$ cat config.mk
export PLATFORM = sky130hd
export DESIGN_NAME = moving_average
export DESIGN_NICKNAME = d
export VERILOG_FILES = /design/src/rtl/moving_average_pkg.sv /design/src/rtl/moving_average_sample_ram.sv /design/src/rtl/moving_average.sv
export SDC_FILE = /design/constraint.sdc
export NUM_CORES = 2
export LEC_CHECK = 0
export ABC_CLOCK_PERIOD_IN_PS = 7900
export BUFFER_PORTS_ARGS = -buffer_cell sky130_fd_sc_hd__buf_2
export CAP_MARGIN = 0
export CELL_PAD_IN_SITES_DETAIL_PLACEMENT = 1
export CELL_PAD_IN_SITES_GLOBAL_PLACEMENT = 1
export CORE_UTILIZATION = 51
export DETAILED_ROUTE_END_ITERATION = 10
export MAX_ROUTING_LAYER = met4
export PLACE_DENSITY = 0.76
export SYNTH_ARGS = -nofsm -noshare
export SYNTH_HDL_FRONTEND = slang
export SYNTH_SLANG_ARGS = --single-unit
$ cat constraint.sdc
create_clock -name clk -period 7.9 [get_ports clk]
set_clock_uncertainty 0.05 [all_clocks]
set_input_delay 0 -clock clk [delete_from_list [all_inputs] [get_ports clk]]
set_output_delay 0 -clock clk [all_outputs]
set_load 0.01 [all_outputs]
$ cat src/rtl/moving_average_pkg.sv
// rtl/moving_average_pkg.sv - shared types and constants for the boxcar averager
package moving_average_pkg;

    typedef enum logic [1:0] {
        ST_CLEAR  = 2'd0,
        ST_IDLE   = 2'd1,
        ST_READ   = 2'd2,
        ST_UPDATE = 2'd3
    } state_t;

    localparam int DEF_N_LOG2    = 8;
    localparam int DEF_X_WIDTH   = 12;
    localparam int DEF_SUM_WIDTH = DEF_X_WIDTH + DEF_N_LOG2;

    // Running-sum width: one full sample scaled by the window length
    function automatic int sum_width(input int x_width, input int n_log2);
        return x_width + n_log2;
    endfunction

endpackage

$ cat src/rtl/moving_average_sample_ram.sv
// rtl/moving_average_sample_ram.sv - circular sample buffer, one sync read port and one write port
module moving_average_sample_ram #(
    parameter int ADDR_WIDTH = 8,
    parameter int DATA_WIDTH = 12
) (
    input  logic                  clk,
    input  logic                  wr_en,
    input  logic [ADDR_WIDTH-1:0] wr_addr,
    input  logic [DATA_WIDTH-1:0] wr_data,
    input  logic                  rd_en,
    input  logic [ADDR_WIDTH-1:0] rd_addr,
    output logic [DATA_WIDTH-1:0] rd_data
);

    localparam int DEPTH = 1 << ADDR_WIDTH;

    logic [DATA_WIDTH-1:0] mem [DEPTH];
    logic [DATA_WIDTH-1:0] rd_data_q;
    logic [DATA_WIDTH-1:0] rd_data_d;

    // Read data register holds its value until the next read is issued
    always_comb begin
        rd_data_d = rd_data_q;
        if (rd_en) begin
            rd_data_d = mem[rd_addr];
        end
    end

    // Contents are not reset; the averager clears them itself after reset
    always_ff @(posedge clk) begin
        if (wr_en) begin
            mem[wr_addr] <= wr_data;
        end
        rd_data_q <= rd_data_d;
    end

    assign rd_data = rd_data_q;

endmodule

$ cat src/rtl/moving_average.sv
// rtl/moving_average.sv - boxcar averager over the last 2**N_LOG2 ADC samples
module moving_average
    import moving_average_pkg::*;
#(
    parameter int N_LOG2  = DEF_N_LOG2,
    parameter int X_WIDTH = DEF_X_WIDTH
) (
    input  logic               clk,
    input  logic               reset_n,
    input  logic               in_valid,
    input  logic [X_WIDTH-1:0] in_data,
    output logic               in_ready,
    output logic               out_valid,
    output logic [X_WIDTH-1:0] out_data,
    output logic               primed
);

    localparam int SUM_WIDTH  = sum_width(X_WIDTH, N_LOG2);
    localparam int FILL_WIDTH = N_LOG2 + 1;

    localparam logic [N_LOG2-1:0]     PTR_LAST = {N_LOG2{1'b1}};
    localparam logic [FILL_WIDTH-1:0] WINDOW   = {1'b1, {N_LOG2{1'b0}}};

    state_t                state_q, state_d;
    logic [N_LOG2-1:0]     ptr_q, ptr_d;
    logic [SUM_WIDTH-1:0]  sum_q, sum_d;
    logic [X_WIDTH-1:0]    sample_q, sample_d;
    logic [FILL_WIDTH-1:0] fill_q, fill_d;
    logic [X_WIDTH-1:0]    out_data_q, out_data_d;
    logic                  out_valid_q, out_valid_d;
    logic                  primed_q, primed_d;
    logic                  in_ready_q, in_ready_d;

    logic                  ram_we;
    logic [X_WIDTH-1:0]    ram_wdata;
    logic                  ram_re;
    logic [X_WIDTH-1:0]    ram_rdata;
    logic [SUM_WIDTH:0]    sum_ext;

    moving_average_sample_ram #(
        .ADDR_WIDTH (N_LOG2),
        .DATA_WIDTH (X_WIDTH)
    ) u_sample_ram (
        .clk     (clk),
        .wr_en   (ram_we),
        .wr_addr (ptr_q),
        .wr_data (ram_wdata),
        .rd_en   (ram_re),
        .rd_addr (ptr_q),
        .rd_data (ram_rdata)
    );

    // Next-state logic: clear sweep, accept, fetch oldest sample, then retire it from the sum
    always_comb begin
        state_d     = state_q;
        ptr_d       = ptr_q;
        sum_d       = sum_q;
        sample_d    = sample_q;
        fill_d      = fill_q;
        out_data_d  = out_data_q;
        out_valid_d = 1'b0;
        primed_d    = primed_q;
        ram_we      = 1'b0;
        ram_wdata   = '0;
        ram_re      = 1'b0;
        sum_ext     = '0;

        case (state_q)
            ST_CLEAR: begin
                // Zero one slot per cycle so warm-up averages ramp from zero
                ram_we = 1'b1;
                ptr_d  = ptr_q + 1'b1;
                if (ptr_q == PTR_LAST) begin
                    state_d = ST_IDLE;
                end
            end
            ST_IDLE: begin
                if (in_valid) begin
                    sample_d = in_data;
                    ram_re   = 1'b1;
                    state_d  = ST_READ;
                end
            end
            ST_READ: begin
                state_d = ST_UPDATE;
            end
            ST_UPDATE: begin
                // ram_rdata is the sample leaving the window; one extra bit holds the
                // transient difference, and a negative result would mean a corrupt sum
                sum_ext = {1'b0, sum_q}
                        + {{(N_LOG2 + 1){1'b0}}, sample_q}
                        - {{(N_LOG2 + 1){1'b0}}, ram_rdata};
                sum_d = sum_ext[SUM_WIDTH] ? '0 : sum_ext[SUM_WIDTH-1:0];

                ram_we      = 1'b1;
                ram_wdata   = sample_q;
                ptr_d       = ptr_q + 1'b1;
                out_valid_d = 1'b1;
                out_data_d  = sum_d[SUM_WIDTH-1:N_LOG2];

                if (fill_q != WINDOW) begin
                    fill_d = fill_q + 1'b1;
                end
                if (fill_d == WINDOW) begin
                    primed_d = 1'b1;
                end
                state_d = ST_IDLE;
            end
            default: begin
                state_d = ST_CLEAR;
            end
        endcase
    end

    assign in_ready_d = (state_d == ST_IDLE);

    // State and output registers; reset restarts the clear sweep from slot 0
    always_ff @(posedge clk or negedge reset_n) begin
        if (!reset_n) begin
            state_q     <= ST_CLEAR;
            ptr_q       <= '0;
            sum_q       <= '0;
            sample_q    <= '0;
            fill_q      <= '0;
            out_data_q  <= '0;
            out_valid_q <= 1'b0;
            primed_q    <= 1'b0;
            in_ready_q  <= 1'b0;
        end else begin
            state_q     <= state_d;
            ptr_q       <= ptr_d;
            sum_q       <= sum_d;
            sample_q    <= sample_d;
            fill_q      <= fill_d;
            out_data_q  <= out_data_d;
            out_valid_q <= out_valid_d;
            primed_q    <= primed_d;
            in_ready_q  <= in_ready_d;
        end
    end

    assign in_ready  = in_ready_q;
    assign out_valid = out_valid_q;
    assign out_data  = out_data_q;
    assign primed    = primed_q;

endmodule

==> results.yml <==
sta:
  slew_headroom_pct: 4.052
  period_share_pct: 63.71
  worstMarginPinSlew_ps: 1434
  timing.fmax_mhz: 198.7
  hold_viol_final: 0
  holdWs_ps: 86.55
  drv_slew: 0
  setup_slack_ps: 2867
  rsz0062_at_grt: "no"
  min_period_ps: 5033
  setup_violations: 0
setup_path:
  max_stage_delay_ps: 1090
  cp_max_fo: 46
  critPathRequiredTime_ps: 8510
  endpoint_kind: "register"
  crit_type: "reg -> reg"
  r2r_setup_slack_ps: 2870
  critPathTopFamily: "flip-flops"
  worst_ep_arrival_time_ps: 5650
  crit_path_start_kind: "register"
  path_cells: "buf_4, buf_4, mux4_2, mux4_2, nor2b_1, a2111oi_0, nand4_1"
  slowest_stage: "dfrtp_4"
  worstReg2RegStart: "ptr_q[0]"
  reg2regPathDepth: 7
  r2r_end: "u_sample_ram.rd_data[0]"
  path_buf_inv: 2
logic_synthesis:
  yosys.area.top_type: "edfxtp_1"
  ys_top_cells_by_count: "edfxtp_1 (3084), mux4_2 (979), nor2_1 (287)"
  synth.yosys.seq_area_share_pct: 77.09
  syn-cell-area_um2: 121900
  async_reset_ff_share_pct: 1.721
  syn_nets: 5258
  yosysMostFrequentCell: "edfxtp_1"
  synth_edf_count: 3084
  yosysWarnings: 0
  syn_area_per_cell_um2: 23.44
  yosysTopAreaCellShare_pct: 75.98
  syn_inst: 5200
  synth_cell_types: 57
  ys_seq_elements: 3138
  synth_flop_cell: "edfxtp_1"
  synth_area_leaders: "edfxtp_1 (76%), mux4_2 (18%), dfrtp_1 (1.1%)"
clock_tree:
  cts_tree: "done"
  numCtsBuffers: 324
  htreeDepth: 5
  clock-root-buffer: "clkbuf_16"
  cts_sinks: 3138
  postCtsResizedCells: 0
  cts.clk_slew.worst_paths_ps: 60
  clock_latency_ps: 980
  ctsLongestPathBuffers: 4
power_and_ir_drop:
  ir_drop_mv: 0.3275
  p_per_area_nw_per_um2: 365.9
  p_sw_share_pct: 31.34
  switching_power_mw: 15.74
  p_comb_share_pct: 30.7
  seqPwrFrac_pct: 40.2
  total_leakage_power_nw: 43.52
  internal_power_mw: 34.48
  clkPwrFrac_pct: 29.1
global_route:
  grt_pass1_wl_mm: 456.7
  gr-total-overflow: 0
  grt_pass1_vias: 60640
  track_usage_pct: 27.64
  antenna_found_initial: 14
  grt_max_degree: 197
floorplanning:
  die_area_um2: 241000
  die_w_um: 490.9
  core_area_um2: 237600
  fp-row-count: 179
  initial_utilization_pct: 51.30
  die_y_um: 490.9
  ios: 30
cells_and_area:
  fin_nets: 5606
  multi_input_area_um2: 26440
  area_growth_syn_to_layout_pct: 12.61
  area.sequential_um2: 93980
  layout-drive-gt1-share_pct: 30.39
  nFillCells: 19430
routing:
  drt-initial-drc-count: 7722
  vias_per_cell: 6.543
  wl_mm: 320.7
  postRouteAntennaNets: 0
  wl_per_cell_um: 35.79
  drc: 0
  via_count: 58640
  drt_first_pass_iters: 8
outcome:
  status: "finished, final reports clean"
placement:
  numPortBuffers: 29
  gp_congestion: 0.9020
  dp_hpwl_mm: 186.7
  dp_slack_ps: 2925
run:
  max_cap_viol_count: 0
min_path:
  min_path_type: "in -> async"
==> flip-flops by register name, indices dropped and copies added (netlist names) <==
name / cells
fill_q: 9
in_ready: 1
out_valid: 1
primed: 1
ptr_q: 8
sample_q: 12
state_q: 2
sum_q: 20
u_sample_ram.mem: 3072
u_sample_ram.rd_data: 12
==> layout by cell type (no fill, tap or decap), types with 9 or more instances in the layout <==
cell type,count
edfxtp_1,3084
mux4_2,979
clkbuf_16,331
nor2_1,235
buf_4,222
clkinv_1,75
inv_1,66
clkbuf_1,58
clkinv_2,52
dlygate4sd3_1,52
nand2_1,51
dfrtp_1,48
nor2b_1,47
nor2_2,40
ha_1,31
nand3_1,29
buf_2,29
a21oi_1,27
o21ai_0,26
xnor2_1,24
bufinv_16,23
a22o_1,19
buf_12,17
diode_2,16
nand2_2,16
a31oi_1,15
nand4_1,15
nor2_4,12
fa_1,12
nor3_1,11
clkinvlp_4,11
a21o_1,10
mux2i_1,9
==> worst reg2reg max path: cells and delay by family (launching register included) <==
kind	cells	cell delay, ps
mux	2	1110
buf+inv	2	1100
flops	1	1090
compound gates	1	990
simple gates	2	380
==> layer usage <==
metal,part of all wire [%],wire [µm],global-route usage [%]
met1,38,120700,36.55
met2,49,156800,42.91
met3,9.5,30430,5.635
met4,4.0,12710,10.22
met5,0,0,-
==> final cells by class <==
class                      count  area share [%]
sequential                  3138           68.47
multi-input combinational   1696           19.26
clock buffer                 389           6.193
tap                         3167           2.887
timing repair buffer         320           1.947
clock inverter               168           1.028
inverter                      68          0.1860
antenna                       16         0.02917
==> per-stage QoR <==
stage	power, mW	utilization (%)	TNS (ps)	cell area [µm²]	std cells
finish	50.23	57.76	0	137300	8962
global route	51.47	57.75	0	137200	8951
CTS	50.30	57.74	0	137200	8946
detailed placement	35.67	53.35	0	126800	8337
global placement	35.26	53.35	0	126800	8336
floorplan	30.53	-	-1835540	121900	5200
==> power groups by stage <==
stage	sequential (mW)	combinational [mW]	clock (mW)
after global routing	20.2	16.0	15.3
after CTS	20.2	15.4	14.8
after floorplan	20.4	10.1	0
final	20.2	15.4	14.6
after global placement	20.5	14.8	0
after detailed placement	20.5	15.2	0
==> worst max path at each step <==
stage,cells after the start,to,from
CTS,8,u_sample_ram.rd_data[8],ptr_q[0]
floorplan,5,u_sample_ram.mem[0][0],state_q[1]
global placement,7,u_sample_ram.rd_data[3],ptr_q[0]
global route,7,u_sample_ram.rd_data[10],ptr_q[0]
detailed placement,7,u_sample_ram.rd_data[0],ptr_q[0]
finish,7,u_sample_ram.rd_data[0],ptr_q[0]
==> kinds of logic (layout without fill, tap and decap cells) <==
family          Yosys count  in the layout  share of synthesized area, %
flops                  3138           3138                         77.09
mux                     992            992                         18.20
simple gates            484            484                         1.723
buf+inv                 366            945                         1.420
compound gates          145            145                        0.8243
fa+ha+maj                43             43                        0.5153
xor+xnor                 32             32                        0.2299
other cells               0             16                             0
==> timing repair <==
item	CTS	global route
hold buffers	52	0
buffers inserted	0	0
hold endpoints to repair	81	0
Note: power is estimated with default switching activity, not from simulation.
